### config.mk
export PLATFORM = sky130hd
export DESIGN_NAME = mem_port_arbiter
export DESIGN_NICKNAME = d
export VERILOG_FILES = /design/src/rtl/mem_arb_pkg.sv /design/src/rtl/mem_arb_pick.sv /design/src/rtl/mem_port_arbiter.sv
export SDC_FILE = /design/constraint.sdc
export NUM_CORES = 1
export LEC_CHECK = 0
export CORE_MARGIN = 5
export CORE_UTILIZATION = 37
export CTS_CLUSTER_DIAMETER = 60
export DETAILED_ROUTE_END_ITERATION = 12
export GPL_ROUTABILITY_DRIVEN = 0
export PLACE_DENSITY_LB_ADDON = 0.12
export SLEW_MARGIN = 0
export SYNTH_ARGS = -nofsm -noshare
export SYNTH_HDL_FRONTEND = slang
export SYNTH_HIERARCHICAL = 1
export SYNTH_SLANG_ARGS = --single-unit
### constraint.sdc
create_clock -name i_clk -period 2.7 [get_ports i_clk]
set_clock_uncertainty 0.2 [all_clocks]
set_input_delay 0.405 -clock i_clk [delete_from_list [all_inputs] [get_ports i_clk]]
set_output_delay 0.405 -clock i_clk [all_outputs]
set_load 0.005 [all_outputs]
### src/rtl/mem_arb_pkg.sv
// Shared encodings for the unified memory-port arbiter: FSM states, owner tags
// and the width of the response-timeout counter.
package mem_arb_pkg;

    typedef enum logic [1:0] {
        IDLE     = 2'd0,
        REQ      = 2'd1,
        WAIT_RSP = 2'd2
    } arb_state_e;

    typedef enum logic {
        OWN_IF = 1'b0,
        OWN_D  = 1'b1
    } owner_e;

    localparam int TMO_CNT_W = 16;

endpackage

### src/rtl/mem_arb_pick.sv
// Combinational two-way pick between fetch and data requesters.
// RR_EN=0: data always wins a tie; RR_EN=1: the requester not served last wins.
module mem_arb_pick
    import mem_arb_pkg::*;
#(
    parameter bit RR_EN = 1'b0
) (
    input  logic   i_en,
    input  logic   i_if_req,
    input  logic   i_d_req,
    input  owner_e i_last_owner,
    output logic   o_if_gnt,
    output logic   o_d_gnt
);

    always_comb begin
        o_if_gnt = 1'b0;
        o_d_gnt  = 1'b0;
        if (i_en) begin
            if (i_if_req && i_d_req) begin
                if (RR_EN && (i_last_owner == OWN_D)) begin
                    o_if_gnt = 1'b1;
                end else begin
                    o_d_gnt = 1'b1;
                end
            end else begin
                o_if_gnt = i_if_req;
                o_d_gnt  = i_d_req;
            end
        end
    end

endmodule

### src/rtl/mem_port_arbiter.sv
// Shares one handshaked memory port between instruction fetch and data access,
// one transaction outstanding. Define MEM_ARB_ROUND_ROBIN_EN for round-robin ties.
module mem_port_arbiter
    import mem_arb_pkg::*;
#(
    parameter int ADDR_W  = 32,
    parameter int DATA_W  = 32,
    parameter int TIMEOUT = 255
) (
    input  logic                i_clk,
    input  logic                i_rst_n,
    input  logic                i_if_req,
    input  logic [ADDR_W-1:0]   i_if_addr,
    output logic                o_if_gnt,
    output logic                o_if_valid,
    output logic [DATA_W-1:0]   o_if_rdata,
    input  logic                i_d_req,
    input  logic                i_d_wen,
    input  logic [ADDR_W-1:0]   i_d_addr,
    input  logic [DATA_W-1:0]   i_d_wdata,
    input  logic [DATA_W/8-1:0] i_d_mask,
    output logic                o_d_gnt,
    output logic                o_d_valid,
    output logic [DATA_W-1:0]   o_d_rdata,
    output logic                o_mem_req,
    output logic                o_mem_wen,
    output logic [ADDR_W-1:0]   o_mem_addr,
    output logic [DATA_W-1:0]   o_mem_wdata,
    output logic [DATA_W/8-1:0] o_mem_mask,
    input  logic                i_mem_ready,
    input  logic                i_mem_valid,
    input  logic [DATA_W-1:0]   i_mem_rdata,
    output logic                o_timeout
);

    localparam int MASK_W = DATA_W / 8;

    arb_state_e             state_q, state_d;
    owner_e                 owner_q, owner_d;
    logic                   wen_q, wen_d;
    logic [ADDR_W-1:0]      addr_q, addr_d;
    logic [DATA_W-1:0]      wdata_q, wdata_d;
    logic [MASK_W-1:0]      mask_q, mask_d;
    logic [TMO_CNT_W-1:0]   tmo_cnt_q, tmo_cnt_d;
    logic                   tmo_hit;
    logic                   rsp_vld;
    logic [DATA_W-1:0]      rsp_data;
    logic                   if_gnt, d_gnt;
    owner_e                 last_owner;

`ifdef MEM_ARB_ROUND_ROBIN_EN
    localparam bit RR_EN = 1'b1;
    owner_e last_owner_q, last_owner_d;

    always_comb begin
        last_owner_d = last_owner_q;
        if (if_gnt || d_gnt) begin
            last_owner_d = d_gnt ? OWN_D : OWN_IF;
        end
    end

    always_ff @(posedge i_clk or negedge i_rst_n) begin
        if (!i_rst_n) begin
            last_owner_q <= OWN_IF;
        end else begin
            last_owner_q <= last_owner_d;
        end
    end

    assign last_owner = last_owner_q;
`else
    localparam bit RR_EN = 1'b0;
    assign last_owner = OWN_IF;
`endif

    // Grants are gated by reset so no gnt leaks out while the block is held in reset.
    mem_arb_pick #(
        .RR_EN(RR_EN)
    ) u_pick (
        .i_en        ((state_q == IDLE) && i_rst_n),
        .i_if_req    (i_if_req),
        .i_d_req     (i_d_req),
        .i_last_owner(last_owner),
        .o_if_gnt    (if_gnt),
        .o_d_gnt     (d_gnt)
    );

    assign tmo_hit = (TIMEOUT != 0) && (tmo_cnt_q == TMO_CNT_W'(TIMEOUT));

    always_comb begin
        state_d   = state_q;
        owner_d   = owner_q;
        wen_d     = wen_q;
        addr_d    = addr_q;
        wdata_d   = wdata_q;
        mask_d    = mask_q;
        tmo_cnt_d = tmo_cnt_q;
        rsp_vld   = 1'b0;
        rsp_data  = '0;
        o_timeout = 1'b0;
        case (state_q)
            IDLE: begin
                if (d_gnt) begin
                    state_d = REQ;
                    owner_d = OWN_D;
                    wen_d   = i_d_wen;
                    addr_d  = i_d_addr;
                    wdata_d = i_d_wdata;
                    mask_d  = i_d_mask;
                end else if (if_gnt) begin
                    state_d = REQ;
                    owner_d = OWN_IF;
                    wen_d   = 1'b0;
                    addr_d  = i_if_addr;
                    wdata_d = '0;
                    mask_d  = '1;
                end
            end
            REQ: begin
                if (i_mem_ready) begin
                    state_d   = WAIT_RSP;
                    tmo_cnt_d = '0;
                end
            end
            WAIT_RSP: begin
                // Saturating count: an unbounded wait (TIMEOUT=0) must never wrap.
                if (tmo_cnt_q != '1) begin
                    tmo_cnt_d = tmo_cnt_q + TMO_CNT_W'(1);
                end
                if (i_mem_valid) begin
                    rsp_vld  = 1'b1;
                    rsp_data = i_mem_rdata;
                    state_d  = IDLE;
                end else if (tmo_hit) begin
                    rsp_vld   = 1'b1;
                    o_timeout = 1'b1;
                    state_d   = IDLE;
                end
            end
            default: state_d = IDLE;
        endcase
    end

    assign o_if_gnt    = if_gnt;
    assign o_d_gnt     = d_gnt;
    assign o_if_valid  = rsp_vld && (owner_q == OWN_IF);
    assign o_d_valid   = rsp_vld && (owner_q == OWN_D);
    assign o_if_rdata  = o_if_valid ? rsp_data : '0;
    assign o_d_rdata   = o_d_valid ? rsp_data : '0;
    assign o_mem_req   = (state_q == REQ);
    assign o_mem_wen   = wen_q;
    assign o_mem_addr  = addr_q;
    assign o_mem_wdata = wdata_q;
    assign o_mem_mask  = mask_q;

    always_ff @(posedge i_clk or negedge i_rst_n) begin
        if (!i_rst_n) begin
            state_q   <= IDLE;
            owner_q   <= OWN_IF;
            wen_q     <= 1'b0;
            addr_q    <= '0;
            wdata_q   <= '0;
            mask_q    <= '0;
            tmo_cnt_q <= '0;
        end else begin
            state_q   <= state_d;
            owner_q   <= owner_d;
            wen_q     <= wen_d;
            addr_q    <= addr_d;
            wdata_q   <= wdata_d;
            mask_q    <= mask_d;
            tmo_cnt_q <= tmo_cnt_d;
        end
    end

endmodule

==> Yosys cells after proc, flatten, opt, wreduce, memory -nomap -nowiden <==
Index checks and enable logic that the tools add are counted.
{ "totals": {"reg_bits": 88, "input_bits": 139, "out_inout_bits": 139, "word_cells": 58} }
{ "op_classes": {"addsub": 1, "eq_ne": 8, "muxes": 31, "n_bitwise": 1, "reduce_logical": 10} }
{ "ops": {"columns": ["operator", "n"], "rows": [
  ["32-bit 2-to-1 mux", 8],
  ["16-bit 2-to-1 mux", 2],
  ["16-bit case mux with 2 select lines", 1],
  ["16-bit by 1-bit adder with 16-bit output (second input constant)", 1],
  ["16-bit by 8-bit equality test with 1-bit output (second input constant)", 1],
  ["16-bit inequality test (second input constant)", 1],
  ["1-bit 2-to-1 mux", 12],
  ["2-bit 2-to-1 mux", 5],
  ["4-bit 2-to-1 mux", 2],
  ["3-bit inequality test (second input constant)", 2],
  ["2-bit case mux with 3 select lines", 1],
  ["3-bit AND reduction", 2],
  ["1-bit logical AND", 4],
  ["2-bit nonzero test", 2],
  ["2-bit by 1-bit equality test with 1-bit output (second input constant)", 1],
  ["2-bit equality test (second input constant)", 1],
  ["2-bit logical NOT", 1],
  ["2-bit by 1-bit inequality test with 1-bit output (second input constant)", 1],
  ["2-bit inequality test (second input constant)", 1],
  ["2-bit AND reduction", 1],
  ["1-bit inverter", 1]
]} }

==> Longest topological paths before layout <==
Gate-level depths: netlist (run 1).
{ "depth": {"ltp_word": 6, "ltp_mapped": 9, "mapped_depth_nobuf": 6} }

==> By module <==
The synthesis (run 1) kept the hierarchy.
{ "modules_own_cells": {"columns": ["mod", "instances", "cells_each", "area_per_inst_um2", "seq_area_each_um2"], "rows": [
  ["mem_port_arbiter", 1, 412, 4255.3, 2202.1],
  ["mem_arb_pick", 1, 2, 16.3, 0.0]
]} }

==> Least setup slack after synthesis (run 1) <==
Ideal clock, no wire load.
{ "synth_path": {"path_type": "register to register", "from": "reg state_q[0]", "to": "reg state_q[0]", "setup_ps": 130, "t_arrival_ps": 1907, "t_required_ps": 2370, "path_slack_ps": 463, "path_stages_with_launch": 9, "path_buffers": 3, "period_less_slack_ps": 2237, "path_cell_list": "dfrtp_1 nor2_1 and2_1 and2_2 buf_2 o21ai_1 clkbuf_1 buf_2 o21ai_0"} }
{ "synth_between": {"elab_chain_len": 5, "elab_cells_between_ends": 12, "cone_classes": "5 x eq/ne; 4 x mux; 3 x reduce/logical"} }
{ "synth_lines": {"columns": ["element", "line", "source"], "rows": [
  ["start: declaration", "mem_port_arbiter.sv:38", "arb_state_e state_q, state_d;"],
  ["start signal: assignment", "mem_port_arbiter.sv:166", "state_q <= state_d;"],
  ["2-bit logical NOT (*)", "mem_port_arbiter.sv:80", ".i_en ((state_q == IDLE) && i_rst_n),"],
  ["1-bit logical AND (*)", "mem_port_arbiter.sv:80", null],
  ["1-bit 2-to-1 mux (*)", "mem_arb_pick.sv:19", "if (i_en) begin"],
  ["via o_d_gnt", "mem_port_arbiter.sv:22", "output logic o_d_gnt,"],
  ["3-bit inequality test (no source line) / 2-bit 2-to-1 mux (equally long branches)", null, null],
  ["3-bit AND reduction (no source line) / 2-bit case mux with 3 select lines (equally long branches)", null, null]
]} }
The timed path passes the listed nets; every way through them passes the cells marked *.
A chain may end at the register's enable or synchronous reset.

==> Worst setup path in the final report (run 1) <==
{ "layout_path": {"from": "reg state_q[1]", "to": "out o_d_rdata[11]"} }
{ "layout_between": {"elab_chain_len": 4, "elab_cells_between_ends": 5, "cone_classes": "1 x eq/ne; 3 x mux; 1 x reduce/logical"} }
{ "layout_lines": {"columns": ["element", "line", "source"], "rows": [
  ["2-bit equality test (*)", "mem_port_arbiter.sv:101", "case (state_q)"],
  ["1-bit 2-to-1 mux", "mem_port_arbiter.sv:101", null],
  ["1-bit logical AND", "mem_port_arbiter.sv:147", "assign o_d_valid = rsp_vld && (owner_q == OWN_D);"],
  ["32-bit 2-to-1 mux (*)", "mem_port_arbiter.sv:149", "assign o_d_rdata = o_d_valid ? rsp_data : '0;"],
  ["end: declaration", "mem_port_arbiter.sv:24", "output logic [DATA_W-1:0] o_d_rdata,"]
]} }
Mark *: on every way between the ends. The rest lies on a longest branch, timed or not.

==> summary.txt, run 1 <==
Run status
  – Status: finished, final reports clean

Global routing
  – First-pass GRT wire length: 23,500 um
  – Vias in the first global route: 4,382
  – Gr usage total: 21.0%
  – GRT overflow: 0
  – Antenna violations before repair: 0
  – Largest net degree at the start of global routing: 100

Timing
  – Fin worst setup slack: 0.0633 ns
  – Worst Tran Pin Value: 0.676 ns
  – Max Fclk: 379 MHz
  – Fin crit period: 2.64 ns
  – Setup violators final: 0
  – RSZ-0062 raised after global routing: true
  – Slew Viols, Final: 0
  – Worst slew margin: 55.0%
  – Setup TNS: 0 ns
  – Final hold violation count: 0
  – Period Utilization, post-route: 97.7%

Worst setup path
  – R2r startpoint: tmo_cnt_q[1]
  – Kind of critical path: reg2out
  – Reg2reg setup slack: 0.26 ns
  – WP data required: 2.10 ns
  – Worst setup SP type: flop
  – CP max FO: 17
  – CP cell instances: nor2b_4 > and3_4 > buf_6 > and2_1 > clkdlybuf4s50_1
  – Worst path top cell family by delay: buffers and inverters
  – Worst EP arrival: 2.03 ns
  – R2R Path End: tmo_cnt_q[9]
  – CP Buf/Inv Count: 2
  – CP peak stage delay: 0.52 ns
  – R2R cell count: 6
  – Critical-path top delay cell: clkdlybuf4s50_1
  – Crit end category: primary output

Detailed routing
  – Routed wire length per instance: 17.5 um
  – Total Wirelength: 14,800 um
  – Vias: 4,206
  – Drt first pass iters: 5
  – Via density: 4.98
  – DR iter-0 viols: 170
  – Final ANT Viol Nets: 0
  – Drt drc: 0

Layout
  – Fillers: 872
  – Layout cells sized above 1: 7.98%
  – Final #Nets: 837
  – Final core utilization: 67.9%
  – Layout area overhead: 80.9%
  – Antenna diode instance count: 0
  – Design area: 0.00772 mm2
  – Multi-input logic area: 0.00200 mm2
  – Register area: 0.00220 mm2

Power and ir drop
  – Pwr/cell area: 842 mW/mm2
  – Seq pwr share: 34.2%
  – Sw frac: 30.8%
  – Tot Pwr: 6500 uW
  – Peak VDD IR: 0.529 mV
  – LEAKAGE: 0.00324 uW
  – Clock power share: 20.8%
  – Sw Pwr: 2000 uW
  – Comb pwr share: 44.9%
  – Cell Int Power: 4500 uW

Synthesis
  – Yosys warning count: 6
  – Syn Std Cell Area: 0.00427 mm2
  – Mapped Cells: 413
  – Syn_nets: 553
  – Average instance area after synthesis: 10.3 um2

Clocking
  – Clock sink total: 88
  – CTS tree: done
  – Post CTS Setup Buffer Count: 0
  – Num CTS Buffers: 9
  – H-tree depth: 3
  – Clock buffer depth: 2
  – Worst skew pair latency: 0.34 ns
  – Clk slew on worst S/H paths: 0.06 ns
  – Root Driver: clkbuf_16

Floorplanning
  – Initial Util: 37.5%
  – Die area: 0.0138 mm2
  – # rows: 39
  – Chip Height: 117 um
  – Core Box Area: 0.0114 mm2
  – # IOs: 278
  – Die width: 117 um

Hold path
  – Worst hold start: i_mem_valid
  – Hold crit path type: in2reg
  – Hold EP: state_q[1]
  – Hold Path Stages: 2

Placement
  – Input/output buffers: 277
  – HPWL after detailed placement: 11,700 um
  – Placement Setup Slack: -0.0176 ns
  – Placed cell areas: 0.00733 mm2

Flow run
  – Max-cap violations: 0
==> state kept, by name, summed over array words and instances, names as in the netlist <==
name         cells
o_mem_addr      32
o_mem_mask       4
o_mem_wdata     32
o_mem_wen        1
owner_q          1
state_q          2
tmo_cnt_q       16
==> metal layers <==
layer	routed length (um)	vias up	track usage (%)	share of wire, %
li1	-	2041	-	-
met1	5570	1963	23.3	38
met2	7760	180	37.9	52
met3	1170	22	6.69	7.9
met4	279	0	6.67	1.9
met5	0	-	0	0
==> layout by cell type (no fill, tap or decap), types with 3 or more instances in the layout <==
master             n
nand3_1            9
nor3_1             3
o31ai_1            8
clkdlybuf4s50_1  272
and3_1             4
or4_1              6
o21ai_0           38
nand2_1           42
mux2i_1           32
a22o_1            33
clkbuf_16          9
inv_1              3
nor2_1             3
buf_12             3
a21oi_1            5
and2_1            69
buf_4             20
nand2b_1           3
nand4_1            4
o22a_1             5
dfrtp_1           88
o211ai_1           4
==> stage by stage <==
| step | hold WS (ns) | instances |
|---|---|---|
| floorplan | -0.0906 | 413 |
| global placement | 0.262 | 828 |
| detailed placement | 0.269 | 828 |
| CTS | 0.283 | 845 |
| global route | 0.266 | 845 |
| finish | 0.238 | 845 |
==> power groups by stage <==
stage	Combinational [uW]	Sequential [uW]	Clock (uW)
3_3_place_gp	2870	2200	0
6_report	2920	2220	1350
5_1_grt	3190	2300	1430
3_5_place_dp	2920	2220	0
2_1_floorplan	1040	2250	0
4_1_cts	2930	2220	1370
==> how the worst max path moves through the flow <==
stage / startpoint / end / slack, ns / cells after the start
3_5_place_dp: tmo_cnt_q[10] / o_if_valid / -0.02 / 6
6_report: state_q[1] / o_d_rdata[11] / 0.06 / 5
2_1_floorplan: state_q[0] / state_q[0] / 0.46 / 8
5_1_grt: state_q[1] / o_d_rdata[11] / -0.03 / 5
4_1_cts: tmo_cnt_q[11] / o_if_valid / 0.0003 / 6
3_3_place_gp: tmo_cnt_q[10] / o_if_valid / 0.03 / 6
==> worst register-to-register path, cell delays in order, from the launching register on <==
cell and delay, ns:
dfrtp_1 0.38, ha_1 0.18, buf_4 0.13, and4_4 0.26
a41o_1 0.61, mux2_1 0.39, a21o_1 0.18
==> cell type report <==
class | count | area share, %
Inverter | 3 | 0.146
Timing Repair Buffer | 302 | 38.8
Clock inverter | 6 | 1.17
Clock buffer | 10 | 3.10
Multi-Input combinational cell | 293 | 26.0
Tap cell | 143 | 2.32
Sequential cell | 88 | 28.5
==> timing repair <==
item / in CTS / in global routing
gates cloned: 0 / 0
hold buffers: 1 / 0
hold endpoints to repair: 34 / 0
resized for setup: 9 / 15
setup endpoints to repair: 35 / 67
pin swaps: 2 / 2
Note: power is estimated with default switching activity, not from simulation.
==> run 2, diff against run 1 <==
--- a/config.mk
+++ b/config.mk
@@ -6,7 +6,7 @@
 export NUM_CORES = 1
 export LEC_CHECK = 0
 export CORE_MARGIN = 5
-export CORE_UTILIZATION = 37
+export CORE_UTILIZATION = 30
 export CTS_CLUSTER_DIAMETER = 60
 export DETAILED_ROUTE_END_ITERATION = 12
 export GPL_ROUTABILITY_DRIVEN = 0
==> run 2 against run 1 <==
Compared with the run above:
- power is 0.67% higher
- global-route usage is 2.2 points lower
- highest routed layer unchanged
- first-iteration DRC count grew 23%
==> summary.txt, run 2 (synthesis gave the netlist of run 1 again) <==
Timing
  – Fin worst setup slack: 0.0443 ns (was 0.0633 ns)
  – Final hold violation count: 0 (unchanged)
  – Period Utilization, post-route: 98.4% (was 97.7%)
  – Worst Tran Pin Value: 0.636 ns (was 0.676 ns)
  – Hold WS: 0.0302 ns (was 0.238 ns)
  – Setup violators final: 0 (unchanged)
  – Max Fclk: 377 MHz (was 379 MHz)
  – Worst slew margin: 57.6% (was 55.0%)
  – Slew Viols, Final: 0 (unchanged)
  – Fin crit period: 2.66 ns (was 2.64 ns)

Worst setup path
  – R2R Path End: tmo_cnt_q[9] (unchanged)
  – Crit end category: primary output (unchanged)
  – Worst EP arrival: 2.05 ns (was 2.03 ns)
  – Critical-path top delay cell: clkdlybuf4s50_1 (unchanged)
  – CP max FO: 8 (was 17)
  – Kind of critical path: reg2out (unchanged)
  – Worst path top cell family by delay: buffers and inverters (unchanged)
  – Reg2reg setup slack: 0.32 ns (was 0.26 ns)
  – Worst path most repeated cell: buf_6
  – Worst path depth: 6 (was 5)
  – CP Buf/Inv Count: 3 (was 2)
  – WP data required: 2.10 ns (about the same)
  – R2R cell count: 6 (unchanged)
  – CP cell instances: nand2b_4 > nor3b_4 > buf_6 > buf_6 > and2_1 > clkdlybuf4s50_1 (was nor2b_4 > and3_4 > buf_6 > and2_1 > clkdlybuf4s50_1)
  – Worst setup SP type: flop (unchanged)
  – R2r startpoint: tmo_cnt_q[0] (was tmo_cnt_q[1])
  – CP peak stage delay: 0.51 ns (was 0.52 ns)

Floorplanning
  – Initial Util: 30.6% (was 37.5%)
  – Chip Height: 129 um (was 117 um)
  – Core Box Area: 0.0139 mm2 (was 0.0114 mm2)
  – Die area: 0.0167 mm2 (was 0.0138 mm2)
  – # rows: 43 (was 39)
  – # IOs: 278 (unchanged)
  – Die width: 129 um (was 117 um)

Run status
  – Status: finished, final reports clean (unchanged)

Layout
  – Leading cell type in the layout, fill and taps excluded: clkdlybuf4s50_1 (unchanged)
  – Register area: 0.00220 mm2 (about the same)
  – Layout area overhead: 86.1% (was 80.9%)
  – Final #Nets: 848 (was 837)
  – Most frequent cells in the layout: 249 x clkdlybuf4s50_1, 86 x dfrtp_1, 69 x and2_1 (was 272 x clkdlybuf4s50_1, 88 x dfrtp_1, 69 x and2_1)
  – Fillers: 1,232 (was 872)
  – Layout cells sized above 1: 9.96% (was 7.98%)
  – Antenna diode instance count: 0 (unchanged)
  – Multi-input logic area: 0.00201 mm2 (was 0.00200 mm2)

Global routing
  – Gr usage total: 18.8% (was 21.0%)
  – Vias in the first global route: 4,382 (unchanged)
  – Largest net degree at the start of global routing: 50 (was 100)
  – GRT overflow: 0 (unchanged)
  – Antenna violations before repair: 0 (unchanged)
  – First-pass GRT wire length: 24,300 um (was 23,500 um)

Detailed routing
  – M1 WL: 6370 um (was 5570 um)
  – Drt drc: 0 (unchanged)
  – Total Wirelength: 16,300 um (was 14,800 um)
  – Routed wire length per instance: 18.2 um (was 17.5 um)
  – Drt first pass iters: 4 (was 5)
  – Vias: 4,246 (was 4,206)
  – Highest Signal Layer: met4 (unchanged)
  – Routed wl met2: 8660 um (was 7760 um)
  – DR WL met3: 1090 um (was 1170 um)
  – DR iter-0 viols: 209 (was 170)
  – Via density: 4.75 (was 4.98)
  – Final ANT Viol Nets: 0 (unchanged)

Power and ir drop
  – Peak VDD IR: 0.556 mV (was 0.529 mV)
  – Pwr/cell area: 823 mW/mm2 (was 842 mW/mm2)
  – LEAKAGE: 0.00374 uW (was 0.00324 uW)

Flow run
  – Max-cap violations: 0 (unchanged)

Placement
  – Input/output buffers: 277 (unchanged)
  – HPWL after detailed placement: 12,700 um (was 11,700 um)
  – Placement Setup Slack: -0.0486 ns (was -0.0176 ns)

Clocking
  – Clk slew on worst S/H paths: 0.06 ns (about the same)
  – Worst skew pair latency: 0.34 ns (about the same)
  – H-tree depth: 3 (unchanged)
  – CTS tree: done (unchanged)
  – Root Driver: clkbuf_16 (unchanged)
  – Clock buffer depth: 2 (unchanged)
  – Clock sink total: 88 (unchanged)
  – Num CTS Buffers: 9 (unchanged)

Hold path
  – Hold crit path type: in2async (was in2reg)
## run 2: cell count changes in the layout (fill, tap and decap cells not counted), sizes merged
cell	previous run	this run
inv	4	5
dlygate4sd3	1	0
clkbuf	11	13
bufinv	2	1
dlymetal6s2s	1	24
buf	27	37
clkdlybuf4s50	272	249
## run 2: layer usage
| layer | vias to the layer above | track usage (%) |
|---|---|---|
| met4 | 0 | 3.58 |
| li1 | 2065 | - |
| met2 | 131 | 32.6 |
| met5 | - | 0 |
| met3 | 11 | 7.58 |
| met1 | 2039 | 22.2 |
## run 2: layout make-up
cell class / count / area share [%]
Timing Repair Buffer: 313 / 40.2
Multi-Input combinational cell: 293 / 25.3
Sequential cell: 88 / 27.8
Clock inverter: 6 / 0.819
Clock buffer: 10 / 3.01
Inverter: 3 / 0.142
Tap cell: 180 / 2.84
## run 2: what timing repair did
action                     4_1_cts  5_1_grt
hold endpoints to repair         0        0
pin swaps                        1        2
gates resized for setup         13       38
gates cloned                     0        3
setup endpoints to repair       35       69
hold buffers                     0        0
buffers inserted                 0        5
## run 2: where the power goes
group	switching (uW)	total (uW)	leakage, uW	internal (uW)
combinational	1200	3040	0.00248	1850
sequential	337	2220	0.00112	1890
clock	528	1270	0.000149	746
## run 2: how the worst max path moves through the flow
stage	start	endpoint	slack, ns
after floorplan	state_q[0]	state_q[0]	0.46
final	state_q[0]	o_if_rdata[2]	0.04
after detailed placement	tmo_cnt_q[10]	o_if_valid	-0.05
after global routing	state_q[0]	o_if_rdata[24]	-0.02
after CTS	state_q[0]	o_if_rdata[5]	0.002
after global placement	tmo_cnt_q[10]	o_if_valid	-0.006
## run 2: stage by stage
| stage | power [uW] | util, % | area [um2] | instances | TNS [ns] |
|---|---|---|---|---|---|
| 5_1_grt | 7010 | 57.0 | 7940 | 893 | -0.161 |
| 6_report | 6540 | 57.0 | 7940 | 893 | 0 |
| 2_1_floorplan | 3290 | - | 4270 | 413 | 0 |
| 3_3_place_gp | 5170 | 53.3 | 7430 | 869 | -0.00614 |
| 3_5_place_dp | 5210 | 53.3 | 7430 | 869 | -0.0486 |
| 4_1_cts | 6550 | 55.5 | 7740 | 885 | 0 |
==> run 3, diff against run 2 <==
--- a/config.mk
+++ b/config.mk
@@ -5,12 +5,14 @@
 export SDC_FILE = /design/constraint.sdc
 export NUM_CORES = 1
 export LEC_CHECK = 0
+export CAP_MARGIN = 20
 export CORE_MARGIN = 5
 export CORE_UTILIZATION = 30
 export CTS_CLUSTER_DIAMETER = 60
 export DETAILED_ROUTE_END_ITERATION = 12
 export GPL_ROUTABILITY_DRIVEN = 0
 export PLACE_DENSITY_LB_ADDON = 0.12
+export SKIP_LAST_GASP = 1
 export SLEW_MARGIN = 0
 export SYNTH_ARGS = -nofsm -noshare
 export SYNTH_HDL_FRONTEND = slang
==> run 3 against run 2 <==
Compared with the run above:
- worst hold slack about the same
- non-clock buffer count increased by 1
- sequential power about the same
- final area increased by 0.16%
- first-iteration DRC count increased by 8.6%
- clock power about the same
- critical path depth unchanged
- flip-flop and latch count unchanged
- power about the same
- die area unchanged
- critical path type unchanged
- largest cell class unchanged
- largest power group unchanged
==> summary.txt, run 3 (synthesis gave the netlist of run 1 again) <==
Layout
  – Layout area overhead: 86.4% (was 86.1%)
  – Antenna diode instance count: 0 (unchanged)
  – Most frequent cells in the layout: 249 x clkdlybuf4s50_1, 86 x dfrtp_1, 69 x and2_1 (unchanged)
  – Fillers: 1,233 (was 1,232)
  – Layout cells sized above 1: 9.94% (was 9.96%)
  – Final #Nets: 849 (was 848)
  – Leading cell type in the layout, fill and taps excluded: clkdlybuf4s50_1 (unchanged)

Timing
  – Fin crit period: 2.66 ns (about the same)
  – Max Fclk: 377 MHz (about the same)
  – Worst slew margin: 57.5% (was 57.6%)
  – Final hold violation count: 0 (unchanged)
  – Period Utilization, post-route: 98.4% (about the same)
  – Setup violators final: 0 (unchanged)
  – Slew Viols, Final: 0 (unchanged)
  – Hold WS: 0.0301 ns (was 0.0302 ns)
  – RSZ-0062 raised after global routing: true
  – Worst Tran Pin Value: 0.637 ns (was 0.636 ns)

Hold path
  – Hold crit path type: in2async (unchanged)

Detailed routing
  – Drt drc: 0 (unchanged)
  – DR iter-0 viols: 227 (was 209)
  – Via density: 4.78 (was 4.75)
  – Vias: 4,270 (was 4,246)
  – Final ANT Viol Nets: 0 (unchanged)
  – Drt first pass iters: 4 (unchanged)
  – Total Wirelength: 16,300 um (about the same)
  – Routed wire length per instance: 18.2 um (about the same)

Clocking
  – Clock sink total: 88 (unchanged)
  – H-tree depth: 3 (unchanged)
  – Worst skew pair latency: 0.34 ns (about the same)
  – Clk slew on worst S/H paths: 0.06 ns (about the same)
  – CTS tree: done (unchanged)
  – Num CTS Buffers: 9 (unchanged)
  – Clock buffer depth: 2 (unchanged)
  – Root Driver: clkbuf_16 (unchanged)

Global routing
  – Gr usage total: 18.8% (unchanged)
  – Antenna violations before repair: 0 (unchanged)
  – Largest net degree at the start of global routing: 50 (unchanged)
  – GRT overflow: 0 (unchanged)
  – First-pass GRT wire length: 24,300 um (unchanged)
  – Vias in the first global route: 4,382 (unchanged)

Floorplanning
  – Core Box Area: 0.0139 mm2 (unchanged)
  – Initial Util: 30.6% (unchanged)
  – Die width: 129 um (unchanged)
  – Chip Height: 129 um (unchanged)
  – # IOs: 278 (unchanged)
  – # rows: 43 (unchanged)
  – Die area: 0.0167 mm2 (unchanged)

Worst setup path
  – Critical-path top delay cell: clkdlybuf4s50_1 (unchanged)
  – Worst EP arrival: 2.05 ns (about the same)
  – Crit end category: primary output (unchanged)
  – Kind of critical path: reg2out (unchanged)
  – WP data required: 2.10 ns (about the same)
  – Worst setup SP type: flop (unchanged)
  – CP cell instances: nand2b_4 > nor3b_4 > buf_6 > buf_6 > and2_1 > clkdlybuf4s50_1 (unchanged)
  – CP peak stage delay: 0.51 ns (about the same)
  – Worst path most repeated cell: buf_6 (unchanged)
  – CP max FO: 8 (unchanged)

Power and ir drop
  – Pwr/cell area: 822 mW/mm2 (was 823 mW/mm2)
  – Peak VDD IR: 0.556 mV (about the same)
  – LEAKAGE: 0.00375 uW (was 0.00374 uW)
  – Tot Pwr: 6540 uW (about the same)

Placement
  – HPWL after detailed placement: 12,700 um (unchanged)
  – Input/output buffers: 277 (unchanged)

Flow run
  – Max-cap violations: 0 (unchanged)

Run status
  – Status: finished, final reports clean (unchanged)
==> run 3: cell count changes in the layout (fill, tap and decap cells not counted), sizes merged <==
cell / delta
clkbuf: -1
clkdlybuf4s15: +1
buf: +1
==> run 3: metal layers <==
layer | GRT usage (%) | vias to the layer above | part of all wire, %
met4 | 3.58 | 0 | 1.1
met5 | 0 | - | 0
met2 | 32.6 | 135 | 53
met1 | 22.2 | 2056 | 39
li1 | - | 2066 | -
met3 | 7.58 | 13 | 6.8
==> run 3: cell type report <==
class / count / area, um2 / area share, %
sequential: 88 / 2200 / 27.7
inverter: 3 / 11.3 / 0.142
timing repair buffer: 314 / 3200 / 40.3
clock inverter: 6 / 65.1 / 0.818
clock buffer: 10 / 239 / 3.00
tap: 180 / 225 / 2.83
multi-input combinational: 293 / 2010 / 25.2
==> run 3: path summary, 6_finish.rpt <==
check	startpoint	slack (ns)	endpoint	depth (start not counted)
worst min-delay path	i_rst_n	0.03	o_mem_wdata[15]	2
worst max register to register	tmo_cnt_q[0]	0.33	tmo_cnt_q[9]	6
min in group i_clk	o_mem_addr[16]	0.28	o_mem_addr[16]	2
worst max-delay path	state_q[0]	0.04	o_if_rdata[2]	6
max in group asynchronous	i_rst_n	1.30	state_q[1]	3
worst min register to register	o_mem_addr[16]	0.28	o_mem_addr[16]	2
==> run 3: power by group <==
part	leakage, uW	internal, uW	total [uW]	switching [uW]
Sequential	0.00112	1890	2220	336
Combinational	0.00248	1850	3040	1200
Clock	0.000149	746	1270	528
Total	0.00375	4480	6540	2060
==> run 3: what timing repair did <==
action / CTS / global route
buffers inserted: 0 / 6
cloned: 0 / 3
pin swaps: 1 / 3
hold buffers: 0 / 0
gates resized for setup: 11 / 39
endpoints found under the setup margin: 35 / 69
==> run 3: through the flow <==
step                      TNS [ns]  worst slack [ns]  util [%]  area (um2)  std cells
final                            0            0.0442      57.1        7960        894
after global routing        -0.172           -0.0231      57.1        7960        894
after CTS                  -0.0312           -0.0230      55.6        7750        885
after detailed placement   -0.0486           -0.0486      53.3        7430        869
after global placement    -0.00614          -0.00614      53.3        7430        869
after floorplan                  0             0.463         -        4270        413
==> run 3: critical path: cells and delay by family (launching register included) <==
kind,cells,cell delay (ns)
buffers and inverters,3,0.77
flip-flops,1,0.45
AND/OR/NAND/NOR,3,0.49
